**src/rtl/mips_pkg.sv**
```systemverilog
// mips_pkg: shared ALU func codes, mul/div FSM state encoding and default operand width.
package mips_pkg;
    localparam int DEF_WIDTH = 32;
    localparam logic [5:0] FUNC_MULTU = 6'b010000;
    localparam logic [5:0] FUNC_DIVU  = 6'b011000;
    localparam logic [5:0] FUNC_MULT  = 6'b010001;
    localparam logic [5:0] FUNC_DIV   = 6'b011001;
    localparam logic [1:0] ST_IDLE = 2'd0;
    localparam logic [1:0] ST_MUL  = 2'd1;
    localparam logic [1:0] ST_DIV  = 2'd2;
    localparam logic [1:0] ST_DONE = 2'd3;
    typedef enum logic [1:0] {
        S_IDLE = ST_IDLE,
        S_MUL  = ST_MUL,
        S_DIV  = ST_DIV,
        S_DONE = ST_DONE
    } state_t;
endpackage

```
**src/rtl/muldiv_step.sv**
```systemverilog
// muldiv_step: one shift-add multiply or restoring-divide iteration sharing a single adder.
module muldiv_step #(
    parameter int WIDTH = 32
) (
    input  logic             mode_i,
    input  logic [WIDTH:0]   acc_i,
    input  logic [WIDTH-1:0] opr_i,
    input  logic [WIDTH-1:0] b_i,
    output logic [WIDTH:0]   acc_o,
    output logic [WIDTH-1:0] opr_o
);
    logic [WIDTH:0]   rem, lhs, rhs;
    logic [WIDTH+1:0] sum;
    always_comb begin
        rem = {acc_i[WIDTH-1:0], opr_i[WIDTH-1]};
        lhs = mode_i ? rem : acc_i;
        // divide subtracts via inverted operand plus carry-in; carry-out means rem >= b
        rhs = mode_i ? ~{1'b0, b_i} : (opr_i[0] ? {1'b0, b_i} : '0);
        sum = {1'b0, lhs} + {1'b0, rhs} + {{(WIDTH+1){1'b0}}, mode_i};
        acc_o = mode_i ? (sum[WIDTH+1] ? sum[WIDTH:0] : rem) : {1'b0, sum[WIDTH:1]};
        opr_o = mode_i ? {opr_i[WIDTH-2:0], sum[WIDTH+1]} : {sum[0], opr_i[WIDTH-1:1]};
    end
endmodule

```
**src/rtl/muldiv_unit.sv**
```systemverilog
// muldiv_unit: iterative multiply/divide responder returning results in HI/LO.
// Signed MULT/DIV support is enabled by defining MULDIV_SIGNED_EN.
module muldiv_unit
    import mips_pkg::*;
#(
    parameter int WIDTH = DEF_WIDTH,
    parameter int CNT_W = 6
) (
    input  logic             clk,
    input  logic             reset_n,
    input  logic             Start_in,
    input  logic [5:0]       Func_in,
    input  logic [WIDTH-1:0] A_in,
    input  logic [WIDTH-1:0] B_in,
    output logic             Busy_out,
    output logic             Done_out,
    output logic             Err_out,
    output logic [WIDTH-1:0] Hi_out,
    output logic [WIDTH-1:0] Lo_out
);
    state_t             state_q, state_d;
    logic [CNT_W-1:0]   cnt_q, cnt_d;
    logic [WIDTH:0]     acc_q, acc_d, acc_n;
    logic [WIDTH-1:0]   opr_q, opr_d, opr_n, b_q, b_d, hi_q, hi_d, lo_q, lo_d;
    logic               neg_q, neg_d, rneg_q, rneg_d, err_q, err_d;
    logic               is_sgn, valid, is_div, a_neg, b_neg;
    logic [WIDTH-1:0]   a_mag, b_mag, rem_f, quo_f;
    logic [2*WIDTH-1:0] prod, prod_f;

`ifdef MULDIV_SIGNED_EN
    assign is_sgn = (Func_in == FUNC_MULT) || (Func_in == FUNC_DIV);
`else
    assign is_sgn = 1'b0;
`endif
    assign valid  = (Func_in == FUNC_MULTU) || (Func_in == FUNC_DIVU) || is_sgn;
    assign is_div = (Func_in == FUNC_DIVU) || (Func_in == FUNC_DIV);

    muldiv_step #(.WIDTH(WIDTH)) u_step (
        .mode_i(state_q == S_DIV),
        .acc_i (acc_q),
        .opr_i (opr_q),
        .b_i   (b_q),
        .acc_o (acc_n),
        .opr_o (opr_n)
    );

    always_comb begin
        a_neg  = is_sgn & A_in[WIDTH-1];
        b_neg  = is_sgn & B_in[WIDTH-1];
        a_mag  = a_neg ? -A_in : A_in;
        b_mag  = b_neg ? -B_in : B_in;
        prod   = {acc_n[WIDTH-1:0], opr_n};
        prod_f = neg_q ? -prod : prod;
        // remainder follows dividend sign, quotient follows sign difference
        rem_f  = rneg_q ? -acc_n[WIDTH-1:0] : acc_n[WIDTH-1:0];
        quo_f  = neg_q ? -opr_n : opr_n;
        state_d = state_q;
        cnt_d   = cnt_q;
        acc_d   = acc_q;
        opr_d   = opr_q;
        b_d     = b_q;
        hi_d    = hi_q;
        lo_d    = lo_q;
        neg_d   = neg_q;
        rneg_d  = rneg_q;
        err_d   = 1'b0;
        case (state_q)
            S_IDLE: begin
                if (Start_in && valid) begin
                    state_d = is_div ? S_DIV : S_MUL;
                    cnt_d   = '0;
                    acc_d   = '0;
                    opr_d   = a_mag;
                    b_d     = b_mag;
                    neg_d   = a_neg ^ b_neg;
                    rneg_d  = a_neg;
                end
            end
            S_MUL, S_DIV: begin
                if (state_q == S_DIV && b_q == '0) begin
                    // restoring the dividend sign recovers the original A
                    state_d = S_DONE;
                    hi_d    = rneg_q ? -opr_q : opr_q;
                    lo_d    = '1;
                    err_d   = 1'b1;
                end else begin
                    acc_d = acc_n;
                    opr_d = opr_n;
                    cnt_d = cnt_q + 1'b1;
                    if (cnt_q == CNT_W'(WIDTH - 1)) begin
                        state_d      = S_DONE;
                        {hi_d, lo_d} = (state_q == S_DIV) ? {rem_f, quo_f} : prod_f;
                    end
                end
            end
            default: state_d = S_IDLE;
        endcase
    end

    always_ff @(posedge clk or negedge reset_n) begin
        if (!reset_n) begin
            state_q <= S_IDLE;
            cnt_q   <= '0;
            acc_q   <= '0;
            opr_q   <= '0;
            b_q     <= '0;
            hi_q    <= '0;
            lo_q    <= '0;
            neg_q   <= 1'b0;
            rneg_q  <= 1'b0;
            err_q   <= 1'b0;
        end else begin
            state_q <= state_d;
            cnt_q   <= cnt_d;
            acc_q   <= acc_d;
            opr_q   <= opr_d;
            b_q     <= b_d;
            hi_q    <= hi_d;
            lo_q    <= lo_d;
            neg_q   <= neg_d;
            rneg_q  <= rneg_d;
            err_q   <= err_d;
        end
    end

    assign Busy_out = (state_q != S_IDLE);
    assign Done_out = (state_q == S_DONE);
    assign Err_out  = err_q;
    assign Hi_out   = hi_q;
    assign Lo_out   = lo_q;
endmodule

```
**config.mk**
```make
export PLATFORM = sky130hd
export DESIGN_NAME = muldiv_unit
export DESIGN_NICKNAME = d
export VERILOG_FILES = /design/src/rtl/mips_pkg.sv /design/src/rtl/muldiv_step.sv /design/src/rtl/muldiv_unit.sv
export SDC_FILE = /design/constraint.sdc
export NUM_CORES = 1
export LEC_CHECK = 0
export BUFFER_PORTS_ARGS = -buffer_cell sky130_fd_sc_hd__buf_2
export CAP_MARGIN = 10
export CELL_PAD_IN_SITES_DETAIL_PLACEMENT = 0
export CELL_PAD_IN_SITES_GLOBAL_PLACEMENT = 1
export CORE_ASPECT_RATIO = 0.9
export CORE_UTILIZATION = 43
export DETAILED_ROUTE_END_ITERATION = 8
export GPL_TIMING_DRIVEN = 0
export PLACE_DENSITY_LB_ADDON = 0.25
export SYNTH_ARGS = -nofsm -noshare
export SYNTH_HDL_FRONTEND = slang
export SYNTH_HIERARCHICAL = 1
export SYNTH_SLANG_ARGS = --single-unit
```
**constraint.sdc**
```tcl
create_clock -name clk -period 13.1 [get_ports clk]
set_clock_uncertainty 0.2 [all_clocks]
set_input_delay 0.655 -clock clk [delete_from_list [all_inputs] [get_ports clk]]
set_output_delay 0.655 -clock clk [all_outputs]
set_load 0.01 [all_outputs]
```
==> results by group <==
Critical path
  – Type of element capturing the critical path: register
  – Largest fanout on the critical path: 10
  – Startpoint Class: register
  – Critical path class: register to register
  – Data required time of the worst path: 13.27 ns
  – Worst endpoint data arrival time: 6.98 ns

Floorplan
  – Vertical die dimension: 151 um
  – Die Area: 0.0253 mm^2
  – Starting utilization of the core area: 43.7%
  – Die X: 168 um
  – Core Box Area: 0.0243 mm^2
  – Cell row count: 54
  – Ports: 140

Yosys
  – Distinct cells, synth: 80
  – Compound-Gate Fraction of Synth Area: 22.9%
  – Largest area contributor in the synthesized netlist: dfrtp_1
  – Net count of the mapped netlist: 1,143
  – Total of warnings raised by yosys: 6
  – Synth Area in Simple Gates: 13.1%
  – Total of flip-flops plus latches after synthesis: 170
  – Count leader, synth: dfrtp_1
  – Area share of fa/ha/maj cells after synthesis: 4.51%
  – Fraction of synthesized area in multiplexers: 12.9%
  – Post-synthesis async set-or-reset flop share: 100%
  – Number of synthesized flops with an enable pin: 0
  – Cells after synthesis: 1,033
  – Part of the Yosys area used for sequential elements: 40.1%
  – Leading cell types by total area after synthesis: dfrtp_1 40%, mux2_2 9.9%, a221o_1 6.1%
  – Dominant combinational cell family by area after synthesis: compound AO/OA/AOI/OAI gates
  – Netlist area before placement: 0.0106 mm^2
  – Commonest register cell after synthesis: dfrtp_1
  – Share of the synthesized area in the top cell type: 40.1%
  – Cell types with the highest counts after synthesis: 170 x dfrtp_1, 93 x mux2_2, 74 x nor2_1, 73 x nand2_1, 65 x a221o_1
  – Post-synthesis area per instance: 10.3 um^2
  – Xor/xnor share of the synthesized area: 2.31%

Clock network
  – H-tree Lvls: 4
  – Buffer levels on the longest clock path: 2
  – CTS root buf: clkbuf_16
  – PostCTS Resize Cnt: 0
  – Clock-pin slew reported for the worst setup and hold paths after clock tree synthesis: 0.07 ns
  – Source-to-sink clock delay at the later pin of the worst-skew pair: 0.43 ns
  – TritonCTS buffer count: 17
  – Clk sink count: 170
  – TritonCTS clock tree: yes
  – Buffers inserted by post-CTS timing repair: 0

Detailed routing
  – Number of DRC violations after detailed-routing iteration 0: 649
  – Number of nets with antenna violations after detailed routing: 0
  – Via-per-instance ratio: 5.89
  – DR vias: 8,913
  – Final routed wirelength across all metal layers: 30,600 um
  – Residual DRC count: 0
  – Wirelength per Cell: 20.3 um
  – Iteration count of the initial detailed-routing pass: 8

STA
  – Final critical path time including I/O delays and setup: 6.81 ns
  – Worst Hold Margin: 0.253 ns
  – Setup repair after global routing missed its margin: no
  – Fmax: 0.147 GHz
  – Sum of negative setup slack: 0 ns
  – Fin. max-slew vios: 0
  – Finish-stage setup viols: 0
  – Measured slew at the worst slew-check pin: 0.816 ns
  – Worst relative slew slack: 45.5%
  – Share of the clock period used by the worst path after layout: 52.0%
  – Post-route worst setup slack: 6.29 ns
  – Number of endpoints with negative hold slack in the final report: 0

Worst hold path
  – Path category of the worst min-delay check: input pin to register

Final layout
  – Fraction of final layout cells sized beyond drive strength 1: 26.7%
  – Diodes inserted: 0
  – Final-stage net count: 1,303
  – Final core utilization: 50.8%
  – Storage element area: 0.00425 mm^2
  – Total area of multi-input combinational cells: 0.00591 mm^2
  – Filler instances: 2,310
  – Layout-stage area growth over the synthesis result: 16.1%

Placement
  – Setup slack at placement: 6.41 ns
  – GP Congestion: 0.861
  – Final HPWL DP: 23,300 um
  – Port bufs: 139

Power
  – Peak ir drop on the vdd network: 0.120 mV
  – Sw Pwr: 1.52 mW
  – Sequential Power Share: 24.4%
  – Total internal power: 1.69 mW
  – Relative contribution of the clock network to total power: 15.6%
  – Switching Fraction: 47.4%
  – Total leakage power: 6.00 nW
  – Total power density per cell area: 261 mW/mm^2
  – Gate power share: 60.0%

Status
  – Result of the run: finished, final reports clean

Global routing
  – Number of global-route vias before repair: 8,743
  – Total global routing overflow: 0
  – Global router's overall resource usage: 24.6%
  – First-pass GRT wire length: 48,000 um
  – Maximum number of pins on one net before global-route repair: 120
  – Number of antenna violations at the first check in global routing: 0

Run
  – Maximum capacitance violations: 0
-- state kept, by name, summed over array words and instances (netlist names) --
name / cells
acc_q: 33
Hi_out: 32
Lo_out: 32
b_q: 32
opr_q: 32
cnt_q: 6
state_q: 2
Err_out: 1
-- worst max-delay path, cell delays in order, from the launching register on --
cell and delay, ns:
dfrtp_1 0.38, inv_1 0.10, ha_1 0.54, clkbuf_1 0.60
clkbuf_1 0.57, clkbuf_1 0.50, mux2i_1 0.25, fa_1 0.47
fa_1 0.43, nor2b_1 0.19, o2111ai_1 0.19, a211o_1 0.38
a2111oi_4 0.47, o2111ai_2 0.26, o31ai_2 0.30, xor2_1 0.26
mux2i_1 0.11, o21ai_1 0.22, nand3_1 0.10, nor2_1 0.10
a221o_1 0.11
-- cells in the final DEF (no fill, tap or decap), types with 17 or more instances in the layout --
master     netlist  final
a21oi_1         50     50
a221o_1         65     65
a32o_1          32     32
and2_1          32     32
buf_2           18    156
clkbuf_1        40     40
clkbuf_16        0     17
dfrtp_1        170    170
ha_1            35     35
mux2_2          93     93
mux2i_1         31     31
nand2_1         73     73
nand3_1         40     40
nor2_1          74     74
o21ai_0         46     46
o22a_1          34     34
-- layout make-up --
class	instances	area share [%]
timing repair buffer	141	6.04
sequential	170	34.5
multi-input combinational	776	48.0
clock inverter	14	1.23
clock buffer	17	3.45
tap	308	3.13
buffer	77	3.27
inverter	10	0.305
-- per-layer routing --
| metal | routed length (um) | track usage, % |
|---|---|---|
| met1 | 14300 | 33.9 |
| met2 | 14200 | 39.6 |
| met3 | 1550 | 4.39 |
| met4 | 612 | 7.02 |
| met5 | 0 | 0 |
-- repair_timing --
| action | 4_1_cts | 5_1_grt |
|---|---|---|
| endpoints found under the hold margin | 51 | 0 |
| hold buffers | 1 | 0 |
| setup endpoints to repair | 0 | 0 |
-- cell families after synthesis --
kind of cell | Yosys count
adders and majority gates | 37
muxes | 125
and+or+nand+nor | 280
xor gates and xnor gates | 28
AOI/OAI and AO/OA | 306
DFF | 170
buffers and inverters | 87
-- per-stage QoR --
step           power [mW]  area (um^2)  std cells
2_1_floorplan        2.17        10600       1033
3_3_place_gp         2.68        11700       1480
3_5_place_dp         2.70        11700       1481
4_1_cts              3.21        12300       1513
5_1_grt              3.45        12300       1513
6_report             3.21        12300       1513
-- final timing paths --
check / startpoint / end / slack, ns / depth (start not counted)
hold reg to reg: Lo_out[8]$_DFFE_PN0P_ / Lo_out[8]$_DFFE_PN0P_ / 0.31 / 1
setup reg to reg: state_q[0]$_DFFE_PN0P_ / Hi_out[30]$_DFFE_PN0P_ / 6.29 / 20
setup / recovery: state_q[0]$_DFFE_PN0P_ / Hi_out[30]$_DFFE_PN0P_ / 6.29 / 20
min in group asynchronous: reset_n / b_q[9]$_DFFE_PN0P_ / 0.54 / 2
hold / removal: B_in[24] / b_q[24]$_DFFE_PN0P_ / 0.25 / 2
max in group asynchronous: reset_n / acc_q[28]$_DFFE_PN0P_ / 11.23 / 3
-- power by group through the flow --
| stage | clock (mW) | sequential, mW | combinational, mW |
|---|---|---|---|
| 6_report | 0.501 | 0.784 | 1.92 |
| 5_1_grt | 0.533 | 0.801 | 2.11 |
| 4_1_cts | 0.514 | 0.784 | 1.92 |
| 3_5_place_dp | 0 | 0.794 | 1.91 |
| 3_3_place_gp | 0 | 0.790 | 1.89 |
| 2_1_floorplan | 0 | 0.778 | 1.40 |
(Power assumes the default switching activity.)
